**config.mk**
```make
export PLATFORM = sky130hd
export DESIGN_NAME = console_sequencer
export DESIGN_NICKNAME = d
export VERILOG_FILES = /design/src/rtl/console_seq_pkg.sv /design/src/rtl/sync_fall_detect.sv /design/src/rtl/console_sequencer.sv
export SDC_FILE = /design/constraint.sdc
export NUM_CORES = 1
export LEC_CHECK = 0
export BUFFER_PORTS_ARGS = -buffer_cell sky130_fd_sc_hd__buf_2
export CAP_MARGIN = 5
export CORE_AREA = 2 2 104 66
export DETAILED_ROUTE_END_ITERATION = 10
export DIE_AREA = 0 0 106 68
export GPL_TIMING_DRIVEN = 0
export PLACE_DENSITY = 0.58
export SLEW_MARGIN = 20
export SYNTH_ARGS = -nofsm -noshare
export SYNTH_HDL_FRONTEND = slang
export SYNTH_SLANG_ARGS = --single-unit
export TNS_END_PERCENT = 5
```
**constraint.sdc**
```tcl
create_clock -name clkin -period 1.95 [get_ports clkin]
set_clock_uncertainty 0.05 [all_clocks]
set_input_delay 0.39 -clock clkin [delete_from_list [all_inputs] [get_ports clkin]]
set_output_delay 0.39 -clock clkin [all_outputs]
set_load 0.02 [all_outputs]
```
**src/rtl/console_seq_pkg.sv**
```systemverilog
`default_nettype none
// ============================================================================
// Module      : console_seq_pkg
// Description : State encoding and default timing constants for the console
//               power-up/alignment sequencer.
// Revision    : 1.0 - initial release
// ============================================================================
package console_seq_pkg;

    localparam int unsigned c_STATE_W = 3;
    typedef logic [c_STATE_W-1:0] state_t;

    localparam state_t c_ST_IDLE      = 3'd0;
    localparam state_t c_ST_HOLD      = 3'd1;
    localparam state_t c_ST_WAIT_SYNC = 3'd2;
    localparam state_t c_ST_ALIGN     = 3'd3;
    localparam state_t c_ST_CPU_START = 3'd4;
    localparam state_t c_ST_RUNNING   = 3'd5;
    localparam state_t c_ST_FAULT     = 3'd6;

    localparam int unsigned c_DEF_CNT_W           = 24;
    localparam int unsigned c_DEF_HOLD_CYCLES     = 1024;
    localparam int unsigned c_DEF_SYNC_TIMEOUT    = 1048576;
    localparam int unsigned c_DEF_ALIGN_DELAY     = 4;
    localparam int unsigned c_DEF_CPU_RESET_DELAY = 8;

endpackage
`default_nettype wire

```
**src/rtl/sync_fall_detect.sv**
```systemverilog
`default_nettype none
// ============================================================================
// Module      : sync_fall_detect
// Description : Two-flop synchronizer for an asynchronous active-low input,
//               followed by a one-cycle falling-edge pulse.
// Revision    : 1.0 - initial release
// ============================================================================
module sync_fall_detect (
    input  logic clkin,
    input  logic reset,
    input  logic async_n,
    output logic fall
);

    logic r_meta;
    logic r_sync;
    logic r_prev;

    // Idle-high reset values so a pin already low at release reads as a fresh edge.
    always_ff @(posedge clkin) begin
        if (reset) begin
            r_meta <= 1'b1;
            r_sync <= 1'b1;
            r_prev <= 1'b1;
        end else begin
            r_meta <= async_n;
            r_sync <= r_meta;
            r_prev <= r_sync;
        end
    end

    assign fall = r_prev & ~r_sync;

endmodule
`default_nettype wire

```
**src/rtl/console_sequencer.sv**
```systemverilog
`default_nettype none
// ============================================================================
// Module      : console_sequencer
// Description : Power-up and APU/CPU clock alignment controller driving the
//               divider enables and active-low reset levels.
// Revision    : 1.0 - initial release
// ============================================================================
module console_sequencer
    import console_seq_pkg::*;
#(
    parameter int unsigned CNT_W           = c_DEF_CNT_W,
    parameter int unsigned HOLD_CYCLES     = c_DEF_HOLD_CYCLES,
    parameter int unsigned SYNC_TIMEOUT    = c_DEF_SYNC_TIMEOUT,
    parameter int unsigned ALIGN_DELAY     = c_DEF_ALIGN_DELAY,
    parameter int unsigned CPU_RESET_DELAY = c_DEF_CPU_RESET_DELAY
) (
    input  logic       clkin,
    input  logic       reset,
    input  logic       start,
    input  logic       abort,
    input  logic       apusync_n,
    input  logic       apu_phase0,
    output logic       apu_div_en,
    output logic       cpu_div_en,
    output logic       apu_reset_n,
    output logic       cpu_reset_n,
    output logic       running,
    output logic       fault,
    output logic [2:0] state_o
);

    generate
        if (((HOLD_CYCLES >> CNT_W) != 0) || ((SYNC_TIMEOUT >> CNT_W) != 0) ||
            ((ALIGN_DELAY >> CNT_W) != 0) || ((CPU_RESET_DELAY >> CNT_W) != 0) ||
            (HOLD_CYCLES == 0) || (SYNC_TIMEOUT == 0) || (CPU_RESET_DELAY == 0)) begin : g_param_check
            $error("console_sequencer: timing parameter out of range for CNT_W");
        end
    endgenerate

    localparam logic [CNT_W-1:0] c_HOLD_LAST  = CNT_W'(HOLD_CYCLES - 1);
    localparam logic [CNT_W-1:0] c_SYNC_LAST  = CNT_W'(SYNC_TIMEOUT - 1);
    localparam logic [CNT_W-1:0] c_ALIGN_LAST = (ALIGN_DELAY == 0) ? '0 : CNT_W'(ALIGN_DELAY - 1);
    localparam logic [CNT_W-1:0] c_CPU_LAST   = CNT_W'(CPU_RESET_DELAY - 1);

    state_t           r_state;
    logic [CNT_W-1:0] r_cnt;
    logic             r_armed;

    state_t           w_next_state;
    logic [CNT_W-1:0] w_next_cnt;
    logic [CNT_W-1:0] w_cnt_inc;
    logic             w_next_armed;
    logic             w_sync_fall;

    sync_fall_detect u_sync (
        .clkin   (clkin),
        .reset   (reset),
        .async_n (apusync_n),
        .fall    (w_sync_fall)
    );

    assign w_cnt_inc = (r_cnt == '1) ? r_cnt : r_cnt + 1'b1;

    always_comb begin
        w_next_state = r_state;
        w_next_cnt   = w_cnt_inc;
        w_next_armed = r_armed;
        if (abort) begin
            w_next_state = c_ST_IDLE;
            w_next_cnt   = '0;
            w_next_armed = 1'b0;
        end else begin
            case (r_state)
                c_ST_IDLE, c_ST_FAULT: begin
                    w_next_cnt = '0;
                    if (start) begin
                        w_next_state = c_ST_HOLD;
                    end
                end
                c_ST_HOLD: begin
                    if (r_cnt == c_HOLD_LAST) begin
                        w_next_state = c_ST_WAIT_SYNC;
                        w_next_cnt   = '0;
                    end
                end
                c_ST_WAIT_SYNC: begin
                    // An edge on the last timeout cycle still counts as success.
                    if (w_sync_fall) begin
                        w_next_state = c_ST_ALIGN;
                        w_next_cnt   = '0;
                        w_next_armed = 1'b0;
                    end else if (r_cnt == c_SYNC_LAST) begin
                        w_next_state = c_ST_FAULT;
                        w_next_cnt   = '0;
                    end
                end
                c_ST_ALIGN: begin
                    if (!r_armed) begin
                        w_next_cnt = '0;
                        if (apu_phase0) begin
                            if (ALIGN_DELAY == 0) begin
                                w_next_state = c_ST_CPU_START;
                            end else begin
                                w_next_armed = 1'b1;
                            end
                        end
                    end else if (r_cnt == c_ALIGN_LAST) begin
                        w_next_state = c_ST_CPU_START;
                        w_next_cnt   = '0;
                        w_next_armed = 1'b0;
                    end
                end
                c_ST_CPU_START: begin
                    if (r_cnt == c_CPU_LAST) begin
                        w_next_state = c_ST_RUNNING;
                        w_next_cnt   = '0;
                    end
                end
                c_ST_RUNNING: begin
                    w_next_cnt = '0;
                end
                default: begin
                    w_next_state = c_ST_IDLE;
                    w_next_cnt   = '0;
                    w_next_armed = 1'b0;
                end
            endcase
        end
    end

    // Outputs decode the next state so they change on the same edge as r_state.
    always_ff @(posedge clkin) begin
        if (reset) begin
            r_state     <= c_ST_IDLE;
            r_cnt       <= '0;
            r_armed     <= 1'b0;
            apu_div_en  <= 1'b0;
            cpu_div_en  <= 1'b0;
            apu_reset_n <= 1'b0;
            cpu_reset_n <= 1'b0;
            running     <= 1'b0;
            fault       <= 1'b0;
        end else begin
            r_state     <= w_next_state;
            r_cnt       <= w_next_cnt;
            r_armed     <= w_next_armed;
            apu_div_en  <= (w_next_state == c_ST_WAIT_SYNC) || (w_next_state == c_ST_ALIGN) ||
                           (w_next_state == c_ST_CPU_START) || (w_next_state == c_ST_RUNNING);
            apu_reset_n <= (w_next_state == c_ST_WAIT_SYNC) || (w_next_state == c_ST_ALIGN) ||
                           (w_next_state == c_ST_CPU_START) || (w_next_state == c_ST_RUNNING);
            cpu_div_en  <= (w_next_state == c_ST_CPU_START) || (w_next_state == c_ST_RUNNING);
            cpu_reset_n <= (w_next_state == c_ST_RUNNING);
            running     <= (w_next_state == c_ST_RUNNING);
            fault       <= (w_next_state == c_ST_FAULT);
        end
    end

    assign state_o = r_state;

endmodule
`default_nettype wire

```
Yosys cells after proc, flatten, opt, wreduce, memory -nomap -nowiden
Index checks and enable logic that the tools add are counted.
Widths: inputs -> output; s select.

storage, ports and cells
  logic and storage cells = 62
  input bits = 6
  bits in registers = 35

cells by class
  equal/unequal tests = 17
  reduce and logical (&&, ||, !) cells = 9
  bitwise logic cells = 3
  muxes and demuxes = 22
  $add $sub $neg = 1

operators with widths
  operator               number
  $mux 24                7
  $pmux 24 s4            1
  $add 24x1->24 const B  1
  $eq 24x10->1 const B   1
  $eq 24x2->1 const B    1
  $eq 24x20->1 const B   1
  $eq 24x24->1 const B   1
  $eq 24x3->1 const B    1
  $mux 3                 8
  $eq 3x3->1 const B     6
  $pmux 3 s6             1
  $eq 3x2->1 const B     4
  $reduce_or 5->1        1
  $logic_or 1x1->1       4
  $mux 1                 4
  $reduce_or 2->1        2
  $eq 3x1->1 const B     1
  $logic_not 3->1        1
  $pmux 1 s3             1
  $ne 2x1->1 const B     1
  $not 1->1              2
  $reduce_and 2->1       1
  $and 1x1->1            1

Depth between registers and ports, before layout
Gate-level depths: netlist of run 1.

  depth in word-level cells = 9
  gate-level depth with buffers = 8

Hierarchy
A second synthesis of run 1 with hierarchy kept.

unflattened totals
  cell total of the unflattened synthesis = 212
  area total of the unflattened synthesis = 1786.7 sq um

modules (own cells, without submodules)
  module             times used  cells an instance  area each (sq um)
  console_sequencer  1           205                1701.6
  sync_fall_detect   1           7                  85.1

Worst setup path after synthesis of run 1
OpenSTA, ideal clock, no wires.

  path type = flip-flop to flip-flop
  start = register r_cnt[0]
  end = register r_cnt[13]
  data arrival time = 1.793 ns
  setup slack = -0.008 ns
  stages on the path, launching flop included = 8
  path through = dfxtp_1 ha_1 or4b_1 nor3_1 o22ai_1 o21ai_4 buf_6 nor2_1

between the ends
  word-level cells in the longest chain between the ends = 5

ends and longest elaborated chain
  what                                                  line                                               source
  start: declaration                                    console_sequencer.sv:46                            logic [CNT_W-1:0] r_cnt;
  start signal: assignment                              console_sequencer.sv:145                           r_cnt <= w_next_cnt;
  $add 24x1->24 / $eq 24x24->1 (equally long branches)  console_sequencer.sv:62                            assign w_cnt_inc = (r_cnt == '1) ? r_cnt : r_cnt + 1'b1;
  $mux 24                                               console_sequencer.sv:62
  $mux 24, on equally long branches                     console_sequencer.sv:107, console_sequencer.sv:92
  $mux 24, on equally long branches                     console_sequencer.sv:98, console_sequencer.sv:88
  $pmux 24 s4 (*)                                       console_sequencer.sv:73                            case (r_state)

Every way passes the cells marked *; elsewhere a longest branch is shown, timed or not.
A chain may end at the register's enable or synchronous reset.

Worst setup path in the final report of run 1
  start = register r_cnt[12]
  end = register running

between the ends
  word-level cells in the longest chain between the ends = 6

ends and longest elaborated chain
  what                                                line                                               source
  $eq 24x2->1 / $eq 24x20->1 (equally long branches)  console_sequencer.sv:107, console_sequencer.sv:92
  $mux 3, on equally long branches                    console_sequencer.sv:107, console_sequencer.sv:92
  $mux 3, on equally long branches                    console_sequencer.sv:98, console_sequencer.sv:88
  $pmux 3 s6 (*)                                      console_sequencer.sv:73
  $mux 3 (*)                                          console_sequencer.sv:68                            if (abort) begin
  $eq 3x3->1 (*)                                      console_sequencer.sv:153                           running <= (w_next_state == c_ST_RUNNING);
  end signal: assignment                              console_sequencer.sv:153
  end: declaration                                    console_sequencer.sv:27                            output logic running,

Marked as above.

==> results of run 1 <==
-- final cells by class --
type / count / area, um2 / area share
buffer: 11 / 91.3 / 0.0359
clock buffer: 8 / 100 / 0.0394
inverter: 3 / 11.3 / 0.00443
multi-input combinational: 171 / 1230 / 0.486
sequential: 35 / 722 / 0.284
tap: 87 / 109 / 0.0428
timing repair buffer: 38 / 274 / 0.108
-- Yosys cell counts, types with 3 or more instances --
cell type	n	share of area
a21oi_1	4	0.011
a31oi_1	3	0.010
buf_4	3	0.012
dfxtp_1	35	0.38
inv_1	3	0.0061
nand2_1	20	0.041
nand3_1	11	0.030
nand4_1	4	0.014
nor2_1	37	0.076
nor2b_1	4	0.014
nor3_1	15	0.041
nor3b_1	4	0.016
nor4_1	8	0.027
o21ai_0	8	0.022
or2_2	4	0.014
xnor2_1	21	0.10
-- worst max-delay path: cells and delay by family, from the launching register on --
kind                   cells  cell delay, ps
and+or+nand+nor            4             790
buffers and inverters      2             330
DFF                        1             370
AOI/OAI and AO/OA          2             360
-- cells by family after synthesis --
family	synth area share
AND/OR/NAND/NOR	0.349
flip-flops	0.383
AO/OA/AOI/OAI	0.0922
XOR/XNOR	0.110
buffers and inverters	0.0471
adder cells (fa/ha/maj)	0.0137
multiplexers	0.00546
-- through the flow --
step / setup slack, ps / cell area (um2) / std cells
2_1_floorplan: 54.1 / 1840 / 220
3_3_place_gp: -361 / 2020 / 321
3_5_place_dp: -373 / 2020 / 321
4_1_cts: -97.3 / 2340 / 342
5_1_grt: -176 / 2540 / 353
6_report: -68.8 / 2540 / 353
-- registers in the layout (all words and copies together) (netlist names) --
name / flops
running: 1
r_armed: 1
fault: 1
u_sync.r_meta: 1
apu_reset_n: 1
state_o: 3
u_sync.r_sync: 1
r_cnt: 24
u_sync.r_prev: 1
cpu_div_en: 1
-- power by group through the flow --
stage / sequential [mW] / combinational (mW) / clock [mW]
finish: 0.717 / 0.0413 / 0.586
global route: 0.717 / 0.0449 / 0.645
CTS: 0.718 / 0.0385 / 0.607
detailed placement: 0.737 / 0.0333 / 0
global placement: 0.737 / 0.0333 / 0
floorplan: 0.738 / 0.0197 / 0
-- per-layer routing --
layer / vias to the layer above / track usage / routed length [um]
li1: 853 / - / -
met1: 822 / 0.200 / 2560
met2: 46 / 0.186 / 1990
met3: 5 / 0.0381 / 264
met4: 0 / 0.0345 / 33
met5: - / 0 / 0
-- what timing repair did --
| item | CTS | global route |
|---|---|---|
| endpoints found under the setup margin | 29 | 31 |
| buffers inserted | 11 | 9 |
| cloned | 2 | 2 |
| pin swaps | 23 | 14 |
| hold buffers | 0 | 0 |
| resized for setup | 30 | 38 |
-- worst paths after layout --
path | to | slack (ps)
worst max-delay path | running | -70
worst min-delay path | u_sync.r_meta | 230
worst min register to register | u_sync.r_sync | 370
worst max register to register | running | -70
-- cells in the final DEF (no fill, tap or decap), drive strengths merged, types with 2 or more instances in the layout --
cell type / synthesis / layout
o41ai: 2 / 2
nand4: 4 / 4
xor2: 2 / 2
clkbuf: 4 / 12
xnor2: 21 / 21
nor2b: 4 / 4
nor3: 16 / 16
and2: 2 / 2
dfxtp: 35 / 35
inv: 3 / 3
ha: 2 / 2
nand2: 20 / 20
and3: 3 / 3
a31oi: 3 / 3
nor4: 11 / 11
nor3b: 4 / 4
nor2: 37 / 37
o21ai: 9 / 9
a21oi: 4 / 4
nand3: 11 / 11
buf: 7 / 45
or2: 5 / 5
==> metrics.txt, run 1 <==
initial antenna violation count=0; # diodes=0; Ys Warns=0; Filler Cell Count=between 600 and 700; Setup TNS Final=-1230 ps; Critical Path Start=r_cnt[12]; Worst Max-Slew Pin Slew=442 ps; Critical Path, Cell by Cell=nor4_4 -> nand4_1 -> buf_4 -> nor3_4 -> buf_6 -> a31oi_4 -> a311oi_2 -> nor2b_1; Post-Syn Nets=228; worst hold slack=232 ps; Starting DRT DRC Count=94; endpoint class of the critical path=flip-flop; Core Util, Final=0.400; path depth of the worst reg2reg path=8; CP Max Fanout=4; fin crit share=1.04; unique cell type count in the Yosys netlist=45; CTS sink count=35; nets@finish=273; FF-to-FF Start=r_cnt[12]; drt total wl=4850 um; max frequency=0.495 GHz; critical path class=reg -> reg; layout cell share with drive strength beyond 1=0.395; largest net degree at the start of global routing=11; Mapped Area=0.00183 mm2; worst endpoint required time=2080 ps; H-Tree Depth=2; Worst Hold Launch=apusync_n; Hold Crit Depth=2; # DRC=0; DR pass1 iterations=5; Area Growth Syn to Fin=38.8%; max cap viols=0; CTS tree=built; core area=about 0.0064 mm2; vias per cell=4.89; VDD IR max=0.176 mV; Post-synth EDFFs=0; Min-Delay Path Class=in -> reg; Die Height=just under 70 um; final hold vios=0; global route overflow=0; Critical Path Max Stage Delay=370 ps; Clk pwr share=0.436; Final Worst Setup Slack=-68.8 ps; Sequential Power Share=0.533; post-DP HPWL=3060 um; Sw Pwr=0.290 mW; Routed WL per cell=13.7 um; sequential area share after synthesis=0.383; vias in the first global route=1,479; Avg Cell Area, Syn=8.33 um2; minimum clock period=2020 ps; I/O pin cnt=15; num rows=23; clock slew at reported path FFs=70 ps; via count=1,726; GRT Total Usage=0.134; leakage power=0.895 nW; headroom to the max-slew limit=0.704; slowest CP cell=dfxtp_4; Synth Instances=220; Synth Flop Type=dfxtp_1; worst path arrival time=2150 ps; overall power=1.34 mW; Num CTS Buffers=5; Die Area=0.00721 mm2; final antenna-violating net count=0; Chip Width=106 um; startpoint type of the worst setup path=flip-flop; unrepaired setup endpoints after global routing=yes; switching share of power=0.216; run status=complete, but fails checks; first-pass GRT wire length=7380 um; failing checks=negative setup slack; Internal Power=1.05 mW; PwrDens=529 mW/mm2; Synth async-reset ratio=0; Initial Util=0.288; Root Driver=clkbuf_8; logic gate share of total power=0.031; worst skew pair latency=a little under 300 ps; CTS Buffer Depth=2; #FFs+latches synth=35; Max Slew Vio Count=0; GPL Wtd Cong=0.808; final setup vio count=27; input/output buffers=14
(Power assumes the default switching activity.)
==> run 2, diff against run 1 <==
--- a/config.mk
+++ b/config.mk
@@ -12,6 +12,7 @@
 export DIE_AREA = 0 0 106 68
 export GPL_TIMING_DRIVEN = 0
 export PLACE_DENSITY = 0.58
+export RECOVER_POWER = 25
 export SLEW_MARGIN = 20
 export SYNTH_ARGS = -nofsm -noshare
 export SYNTH_HDL_FRONTEND = slang
==> constraint.sdc (replaced) <==
create_clock -name clkin -period 1.95 [get_ports clkin]
set_clock_uncertainty 0.05 [all_clocks]
set_input_delay 0.39 -clock clkin [delete_from_list [all_inputs] [get_ports clkin]]
set_output_delay 0.39 -clock clkin [all_outputs]
set_load 0.1 [all_outputs]
==> run 2 against run 1 <==
Effect of this change:
- the run still ends with negative setup slack left
- power decreased by 4.3%
- combinational power increased by 15%
- largest power group unchanged
- clock power decreased by 11%
- core utilization decreased by 0.49 points
- critical endpoint unchanged
- die area unchanged
- via count decreased by 0.46%
- global-route usage increased by 0.39 points
- first-iteration DRC count increased by 20%
- largest cell class unchanged
- wire length increased by 3.1%
==> metrics.txt, run 2 (synthesis results as in run 1) <==
DP Cell Count=321 (unchanged); startpoint type of the worst setup path=flip-flop; Hold Crit Depth=2 (unchanged); most frequent cells in the layout=nor2_1, dfxtp_1, xnor2_1, buf_4, nand2_1; via count=1,718 (-0.46%); worst endpoint required time=2130 ps (+50 ps); final antenna-violating net count=0 (unchanged); final setup vio count=28 (+3.7%); # diodes=0 (unchanged); input/output buffers=14 (unchanged); I/O pin cnt=15 (unchanged); global route overflow=0 (unchanged); Critical Path Start=state_o[2]; num rows=23 (unchanged); minimum clock period=2080 ps (+62.7 ps); post-route insts no fill=350 (-0.85%); drt total wl=5000 um (+3.1%); Final Worst Setup Slack=-132 ps (-62.7 ps); Worst Max-Slew Pin Slew=501 ps (+58.8 ps); # DRC=0 (unchanged); worst skew pair latency=290 ps (about the same); Area Growth Syn to Fin=37.1%; Initial Util=0.288 (unchanged); Largest Register=r_cnt; GRT Total Usage=0.138 (+0.00388); worst path arrival time=2260 ps (+110 ps); Die Area=0.00721 mm2 (unchanged); hold buffers post-CTS=0 (unchanged); PwrDens=512 mW/mm2 (-3.1%); path depth of the worst reg2reg path=7 (-1); post-DP HPWL=3030 um (-0.94%); max reg flops=24 (unchanged); fin crit share=1.07 (+0.0322); DR pass1 iterations=4 (-1); VDD IR max=0.269 mV (+53%); initial antenna violation count=0 (unchanged); largest net degree at the start of global routing=11 (unchanged); run status=complete, but fails checks; commonest non-fill, non-tap cell in the layout=nor2_1; CP Max Fanout=9 (+5); Starting DRT DRC Count=113 (+20%); max cap viols=0 (unchanged); worst hold slack=235 ps (+2.20 ps); Die Height=68 um (unchanged); Routed WL per cell=14.3 um (+4.0%); H-Tree Depth=2 (unchanged); Worst Hold Launch=apusync_n; max frequency=0.480 GHz (-3.0%); CTS tree=built; core area=0.00636 mm2 (unchanged); first-pass GRT wire length=7730 um (+4.7%); CTS Buffer Depth=2 (unchanged); Num CTS Buffers=5 (unchanged); GPL Wtd Cong=0.814 (+0.71%); Max Slew Vio Count=0 (unchanged); CTS sink count=35 (unchanged); FF-to-FF Start=state_o[2]; layout cell share with drive strength beyond 1=0.361 (-0.0335); endpoint class of the critical path=flip-flop; headroom to the max-slew limit=0.666 (-0.0378); clock slew at reported path FFs=70 ps (about the same); Root Driver=clkbuf_8; vias per cell=4.91 (+0.39%); nets@finish=270 (-1.1%); leakage power=0.858 nW (-4.1%); vias in the first global route=1,489 (+0.68%); unrepaired setup endpoints after global routing=yes; Chip Width=106 um (unchanged); overall power=1.29 mW (-4.3%); critical path class=reg -> reg; final hold vios=0 (unchanged); failing checks=negative setup slack; Min-Delay Path Class=in -> reg; Placement Setup Slack=-413 ps (-40.8 ps)
## run 2: critical path, stage by stage, from the launching register on
cell      delay (ps)
dfxtp_2          320
clkbuf_1         240
nor2b_4          290
nand3_1          220
o41ai_4          480
a31oi_4           80
nor3_2           210
nor2b_1          140
## run 2: metrics by stage
step	area (um2)	TNS, ps	utilization
4_1_cts	2360	-1890	0.372
5_1_grt	2510	-4610	0.395
3_3_place_gp	2020	-7760	0.318
3_5_place_dp	2020	-8560	0.318
6_report	2510	-2060	0.395
2_1_floorplan	1840	-148	-
## run 2: layout make-up
type / count / area, um2
multi-input cells: 171 / 1250
clock buffers: 7 / 76.3
well taps: 87 / 109
repair buffers: 35 / 250
inverters: 3 / 11.3
flip-flops and latches: 35 / 723
fillers: 640 / 3850
plain buffers: 11 / 81.3
clock inverters: 1 / 5.00
## run 2: path summary, 6_finish.rpt
path,to,slack [ps]
setup / recovery,running,-130
hold / removal,u_sync.r_meta,230
setup reg to reg,running,-130
hold reg to reg,u_sync.r_sync,360
## run 2: power by group
part	leakage (nW)	total [mW]	internal, mW	switching, mW
sequential	0.290	0.717	0.714	0.00314
clock	0.0422	0.522	0.251	0.271
combinational	0.526	0.0475	0.0174	0.0300
## run 2: timing repair
item | CTS | global route
buffers inserted | 13 | 6
pin swaps | 21 | 13
gates resized for setup | 34 | 19
gates cloned | 2 | 0
endpoints found under the setup margin | 29 | 30
## run 2: per-layer routing
metal / wire, um / global-route usage / up-vias
met5: 0 / 0 / -
met4: 29 / 0.0197 / 0
met3: 309 / 0.0410 / 6
met2: 2090 / 0.187 / 61
met1: 2570 / 0.213 / 802
li1: - / - / 849
